File: src/rtl/alu_issue_stage_if.sv
// Handshake bundle between the issue stage and its three neighbours:
// command producer, 4-bit ALU and result consumer.
// Optional: ALU_ISSUE_ZFLAG_EN adds the res_z zero flag.
interface alu_issue_stage_if;
    // Command producer -> stage
    logic       cmd_valid;
    logic       cmd_ready;
    logic [1:0] cmd_op;
    logic [3:0] cmd_a;
    logic [3:0] cmd_b;
    // Stage <-> ALU
    logic       alu_e;
    logic [1:0] alu_s;
    logic [3:0] alu_a;
    logic [3:0] alu_b;
    logic [3:0] alu_y;
    logic       alu_c;
    // Stage -> result consumer
    logic       res_valid;
    logic       res_ready;
    logic [3:0] res_y;
    logic       res_c;
    logic [1:0] res_op;
`ifdef ALU_ISSUE_ZFLAG_EN
    logic       res_z;
`endif

    // Environment side: producer, ALU and consumer.
    modport master (
        output cmd_valid, cmd_op, cmd_a, cmd_b, alu_y, alu_c, res_ready,
        input  cmd_ready, alu_e, alu_s, alu_a, alu_b, res_valid, res_y, res_c, res_op
`ifdef ALU_ISSUE_ZFLAG_EN
        , input res_z
`endif
    );

    // Issue stage side.
    modport slave (
        input  cmd_valid, cmd_op, cmd_a, cmd_b, alu_y, alu_c, res_ready,
        output cmd_ready, alu_e, alu_s, alu_a, alu_b, res_valid, res_y, res_c, res_op
`ifdef ALU_ISSUE_ZFLAG_EN
        , output res_z
`endif
    );
endinterface

File: src/rtl/alu_issue_stage.sv
// Command FIFO and issue stage in front of the 4-bit ALU decoder. Queues
// {op,a,b} commands, issues the head to the ALU when the result register can
// take it, and captures the ALU result behind a valid/ready handshake.
// Optional: define ALU_ISSUE_ZFLAG_EN to add the res_z (alu_y == 0) flag.
module alu_issue_stage #(
    parameter int unsigned DEPTH = 4
) (
    input  logic                    clk,
    input  logic                    rst,
    alu_issue_stage_if.slave        bus,
    output logic [$clog2(DEPTH):0]  count
);
    localparam int unsigned AW = $clog2(DEPTH);
    localparam int unsigned CW = AW + 1;
    localparam logic [CW-1:0] FullCnt = CW'(DEPTH);

    typedef struct packed {
        logic [1:0] op;
        logic [3:0] a;
        logic [3:0] b;
    } cmd_t;

    typedef enum logic [0:0] {StEmpty, StFull} res_state_e;

    cmd_t          mem_q [DEPTH];
    logic [AW-1:0] wr_ptr_q;
    logic [AW-1:0] rd_ptr_q;
    logic [CW-1:0] count_q;
    res_state_e    res_state_q;
    logic [3:0]    res_y_q;
    logic          res_c_q;
    logic [1:0]    res_op_q;

    cmd_t          head;
    logic          cmd_ready;
    logic          push;
    logic          issue;

    // Handshake decode; cmd_ready ignores a same-cycle pop on purpose.
    always_comb begin
        head      = mem_q[rd_ptr_q];
        cmd_ready = (count_q < FullCnt);
        push      = bus.cmd_valid && cmd_ready;
        issue     = (count_q != '0) && ((res_state_q == StEmpty) || bus.res_ready);
    end

    // ALU drive and result outputs; ALU inputs are forced to 0 outside issue cycles.
    always_comb begin
        bus.cmd_ready = cmd_ready;
        bus.alu_e     = issue;
        bus.alu_s     = issue ? head.op : 2'b00;
        bus.alu_a     = issue ? head.a  : 4'h0;
        bus.alu_b     = issue ? head.b  : 4'h0;
        bus.res_valid = (res_state_q == StFull);
        bus.res_y     = res_y_q;
        bus.res_c     = res_c_q;
        bus.res_op    = res_op_q;
        count         = count_q;
    end

    // FIFO storage; contents need no reset since count gates every read.
    always_ff @(posedge clk) begin
        if (push) begin
            mem_q[wr_ptr_q] <= '{op: bus.cmd_op, a: bus.cmd_a, b: bus.cmd_b};
        end
    end

    // Pointers wrap modulo DEPTH; count tells full from empty.
    always_ff @(posedge clk) begin
        if (rst) begin
            wr_ptr_q <= '0;
            rd_ptr_q <= '0;
            count_q  <= '0;
        end else begin
            if (push) begin
                wr_ptr_q <= wr_ptr_q + AW'(1);
            end
            if (issue) begin
                rd_ptr_q <= rd_ptr_q + AW'(1);
            end
            case ({push, issue})
                2'b10:   count_q <= count_q + CW'(1);
                2'b01:   count_q <= count_q - CW'(1);
                default: count_q <= count_q;
            endcase
        end
    end

    // Result register FSM: load on issue, empty on delivery, else hold.
    always_ff @(posedge clk) begin
        if (rst) begin
            res_state_q <= StEmpty;
            res_y_q     <= 4'h0;
            res_c_q     <= 1'b0;
            res_op_q    <= 2'b00;
        end else if (issue) begin
            res_state_q <= StFull;
            res_y_q     <= bus.alu_y;
            res_c_q     <= bus.alu_c;
            res_op_q    <= head.op;
        end else if (bus.res_ready) begin
            res_state_q <= StEmpty;
        end
    end

`ifdef ALU_ISSUE_ZFLAG_EN
    logic res_z_q;

    // Zero flag shares the load/hold rules of res_y.
    always_ff @(posedge clk) begin
        if (rst) begin
            res_z_q <= 1'b0;
        end else if (issue) begin
            res_z_q <= (bus.alu_y == 4'h0);
        end
    end

    // Zero flag output.
    always_comb begin
        bus.res_z = res_z_q;
    end
`endif

endmodule
File: src/flat_wrapper.sv
// flat-port wrapper written by rule: the top's interface ports become plain ports
module alu_issue_stage_flat 
#(
    parameter int unsigned DEPTH = 4
)
  (clk, rst, count, bus_cmd_valid, bus_cmd_op, bus_cmd_a, bus_cmd_b, bus_alu_y, bus_alu_c, bus_res_ready, bus_cmd_ready, bus_alu_e, bus_alu_s, bus_alu_a, bus_alu_b, bus_res_valid, bus_res_y, bus_res_c, bus_res_op);
  alu_issue_stage_if bus_i ();
  input  logic clk;
  input  logic rst;
  output logic [$clog2(DEPTH):0] count;
  input wire logic [$bits(bus_i.cmd_valid)-1:0] bus_cmd_valid;
  input wire logic [$bits(bus_i.cmd_op)-1:0] bus_cmd_op;
  input wire logic [$bits(bus_i.cmd_a)-1:0] bus_cmd_a;
  input wire logic [$bits(bus_i.cmd_b)-1:0] bus_cmd_b;
  input wire logic [$bits(bus_i.alu_y)-1:0] bus_alu_y;
  input wire logic [$bits(bus_i.alu_c)-1:0] bus_alu_c;
  input wire logic [$bits(bus_i.res_ready)-1:0] bus_res_ready;
  output wire logic [$bits(bus_i.cmd_ready)-1:0] bus_cmd_ready;
  output wire logic [$bits(bus_i.alu_e)-1:0] bus_alu_e;
  output wire logic [$bits(bus_i.alu_s)-1:0] bus_alu_s;
  output wire logic [$bits(bus_i.alu_a)-1:0] bus_alu_a;
  output wire logic [$bits(bus_i.alu_b)-1:0] bus_alu_b;
  output wire logic [$bits(bus_i.res_valid)-1:0] bus_res_valid;
  output wire logic [$bits(bus_i.res_y)-1:0] bus_res_y;
  output wire logic [$bits(bus_i.res_c)-1:0] bus_res_c;
  output wire logic [$bits(bus_i.res_op)-1:0] bus_res_op;
  assign bus_i.cmd_valid = bus_cmd_valid;
  assign bus_i.cmd_op = bus_cmd_op;
  assign bus_i.cmd_a = bus_cmd_a;
  assign bus_i.cmd_b = bus_cmd_b;
  assign bus_i.alu_y = bus_alu_y;
  assign bus_i.alu_c = bus_alu_c;
  assign bus_i.res_ready = bus_res_ready;
  assign bus_cmd_ready = bus_i.cmd_ready;
  assign bus_alu_e = bus_i.alu_e;
  assign bus_alu_s = bus_i.alu_s;
  assign bus_alu_a = bus_i.alu_a;
  assign bus_alu_b = bus_i.alu_b;
  assign bus_res_valid = bus_i.res_valid;
  assign bus_res_y = bus_i.res_y;
  assign bus_res_c = bus_i.res_c;
  assign bus_res_op = bus_i.res_op;
  alu_issue_stage #(.DEPTH(DEPTH)) u_core (.clk(clk), .rst(rst), .bus(bus_i), .count(count));
endmodule
File: config.mk
export PLATFORM = sky130hd
export DESIGN_NAME = alu_issue_stage_flat
export DESIGN_NICKNAME = d
export VERILOG_FILES = /design/src/rtl/alu_issue_stage_if.sv /design/src/rtl/alu_issue_stage.sv /design/src/flat_wrapper.sv
export SDC_FILE = /design/constraint.sdc
export NUM_CORES = 1
export LEC_CHECK = 0
export CORE_MARGIN = 3
export CORE_UTILIZATION = 34
export CTS_CLUSTER_SIZE = 25
export DETAILED_ROUTE_END_ITERATION = 6
export GPL_TIMING_DRIVEN = 1
export PLACE_DENSITY = 0.58
export SETUP_SLACK_MARGIN = 0.3
export SYNTH_ARGS = -nofsm -noshare
export SYNTH_HDL_FRONTEND = slang
export SYNTH_SLANG_ARGS = --single-unit
File: constraint.sdc
create_clock -name clk -period 2.2 [get_ports clk]
set_input_delay 0.66 -clock clk [delete_from_list [all_inputs] [get_ports clk]]
set_output_delay 0.66 -clock clk [all_outputs]
set_load 0.02 [all_outputs]
==> impl_metrics.ini <==
[sta]
period_share_pct = 104.9
rsz0062_at_grt = yes
finalCriticalPeriod_ps = 2308
timing.setup.tns_ps = -904.1
fin_ws_ps = -107.9
holdWs_ps = 472.2
setup_viol = 10
tightest_slew_ps = 374.7
hold_violations = 0
fmax_ghz = 0.4333
slew_headroom_pct = 74.94
slew_violations = 0
fin_skew_ps = 5.703

[logic_synthesis]
synth.cell_area_sq_um = 2282
yosys-top-cells-area = edfxtp_1 53%, dfxtp_1 15%, mux4_2 9.9%
ys_seq_area_share_pct = 67.54
yosysTopAreaCell = edfxtp_1
postSynthCellCount = 154
synth_top_area_share_pct = 52.63
yosysUniqueCellTypes = 26
ys_warn_count = 0
synth_fp_nets = 179
avgSynthCellArea_sq_um = 14.82
ys_ff_latch = 57

[worst_setup_path]
crit_arrival_ps = 1650
cp_slowest_cell = mux4_2
max_stage_delay_ps = 500
crit_fanout = 5
path_class = register to primary output
critPathTopFamily = multiplexers
crit_buf_inv = 2
path_cells = buf_12, mux4_2, and3_4, buf_6
cp.required_ps = 1540
crit_path_end_kind = primary output
cp-start-kind = register

[clocking]
cts_tree = built
clockBufferDepth = 2
cts_hold_buffers = 0
clk_pin_slew_ps = 60
clk_latency_ps = 330
cts_root_buffer = clkbuf_8
cts_max_level = 3
clock_sink_count = 57
cts_inserted_buffers = 9

[detailed_routing]
wl_per_cell_um = 16.95
num_vias = 1538
wl_um = 5340
drt_first_pass_iters = 4
drtIter0Drc = 89
postRouteAntennaNets = 0
via_per_inst = 4.883
drcViolationCount = 0

[floorplanning]
num_rows = 29
ios = 42
die_w_um = 87.93
initial_utilization_pct = 35.53
dieArea_sq_um = 7732
die_h_um = 87.93
core_area_sq_um = 6422

[global_route]
grtUsageMet1_pct = 17.59
grt_max_degree = 13
grt_usage_pct = 15.41
antenna_found_initial = 0
grt_pass1_vias = 1676
use_met2_pct = 25.14
grt_util_met3_pct = 5.268
top_usage_layer = met2
grt_pass1_wl_um = 8376
overflow = 0

[cells_and_area]
drive_gt1_share_pct = 44.54
final_area_sq_um = 3468
nFillCells = 521
mostFrequentLayoutCells = 40 x edfxtp_1, 25 x buf_4, 17 x buf_6
area_delta_synth_final_pct = 51.97
final_common_cell = edfxtp_1
n_antenna_cell = 0
final_nets = 258
fin_cells = 315

[place]
dp_hpwl_um = 3352
place_inst = 282
dpl_cell_area_sq_um = 3000
gp_congestion = 0.7121
numPortBuffers = 41

[power_and_ir_drop]
p_per_area_nw_per_um2 = 1394
leakage_nw = 1.347
ir_drop_mv = 0.5591

[status]
violations = negative setup slack
status = finished with violations

[min_path]
hp-class = register to register

[flow_run]
cap_violations = 0
## worst register-to-register path, delay by kind of cell, from the launching register on
family | cells | cell delay [ps]
DFF | 1 | 340
xor gates and xnor gates | 1 | 150
and+or+nand+nor | 3 | 530
adders and majority gates | 2 | 460
buffers and inverters | 4 | 370
AOI/OAI and AO/OA | 1 | 120
## logic make-up (layout without fill, tap and decap cells)
kind of cell / count (synthesis) / in the layout / synth area share, %
DFF: 57 / 57 / 67.54
and+or+nand+nor: 33 / 33 / 7.895
AOI/OAI and AO/OA: 23 / 23 / 5.647
buffers and inverters: 21 / 105 / 3.838
muxes: 11 / 11 / 10.31
adders and majority gates: 6 / 6 / 3.618
xor gates and xnor gates: 3 / 3 / 1.152
## cells in the mapped netlist
library cell  number
a21oi_1           12
and3_1             8
mux4_2            10
inv_1             10
a311oi_2           1
and2_1             4
mux2i_1            1
xor2_1             2
nor2b_1            1
nand3_1            7
clkbuf_1           6
a31o_1             1
and2b_1            1
nand2b_1           1
fa_1               1
o21ai_0            9
buf_4              1
ha_1               5
buf_2              3
dfxtp_1           17
clkbuf_2           1
xnor2_1            1
nor3_1             1
nor2_1             7
or3_1              3
edfxtp_1          40
## worst paths after layout
path         depth (start not counted)  slack, ps                start                   to
max                                  4       -110             register         bus_alu_b[1]
min                                  2        470  u_core.bus.res_y[0]  u_core.bus.res_y[0]
max reg2reg                         11        140      u_core.count[2]      u_core.count[2]
min reg2reg                          2        470  u_core.bus.res_y[0]  u_core.bus.res_y[0]
## power by group
part | internal, mW | total (mW) | switching, mW
registers | 1.35 | 1.45 | 0.101
clock network | 0.580 | 0.988 | 0.408
logic | 1.31 | 2.40 | 1.09
total | 3.24 | 4.83 | 1.59
## layer usage
metal	wire length [um]	up-vias
met5	0	-
met4	102	0
met3	285	9
met2	2725	42
met1	2227	762
li1	-	725
## layout make-up
cell class	instances	area, sq um	share of cell area [%]
clock buffer	11	151.4	4.365
clock inverter	5	53.80	1.551
inverter	10	37.54	1.082
multi-input combinational	76	762.0	21.97
sequential	57	1549	44.66
tap	77	96.34	2.778
timing repair buffer	79	818.3	23.59
## through the flow
step	setup WS (ps)	total power [mW]	util (%)
2_1_floorplan	34.23	2.541	-
3_3_place_gp	-683.7	3.336	46.72
3_5_place_dp	-689.9	3.398	46.72
4_1_cts	-143.0	4.762	53.32
5_1_grt	-176.5	5.122	54.00
6_report	-107.9	4.835	54.00
## sequential cells by signal (all words and copies together) (netlist names), named ones only
signal                count
u_core.count              3
u_core.bus.res_c          1
u_core.bus.res_op         2
u_core.mem_q             40
u_core.bus.res_valid      1
u_core.rd_ptr_q           2
u_core.bus.res_y          4
u_core.wr_ptr_q           2
## what timing repair did
item	CTS	global route
cloned	2	0
setup endpoints to repair	26	13
setup buffers	11	4
resized for setup	107	10
pin swaps	17	6
No activity file was read; power rests on OpenSTA's default activity.
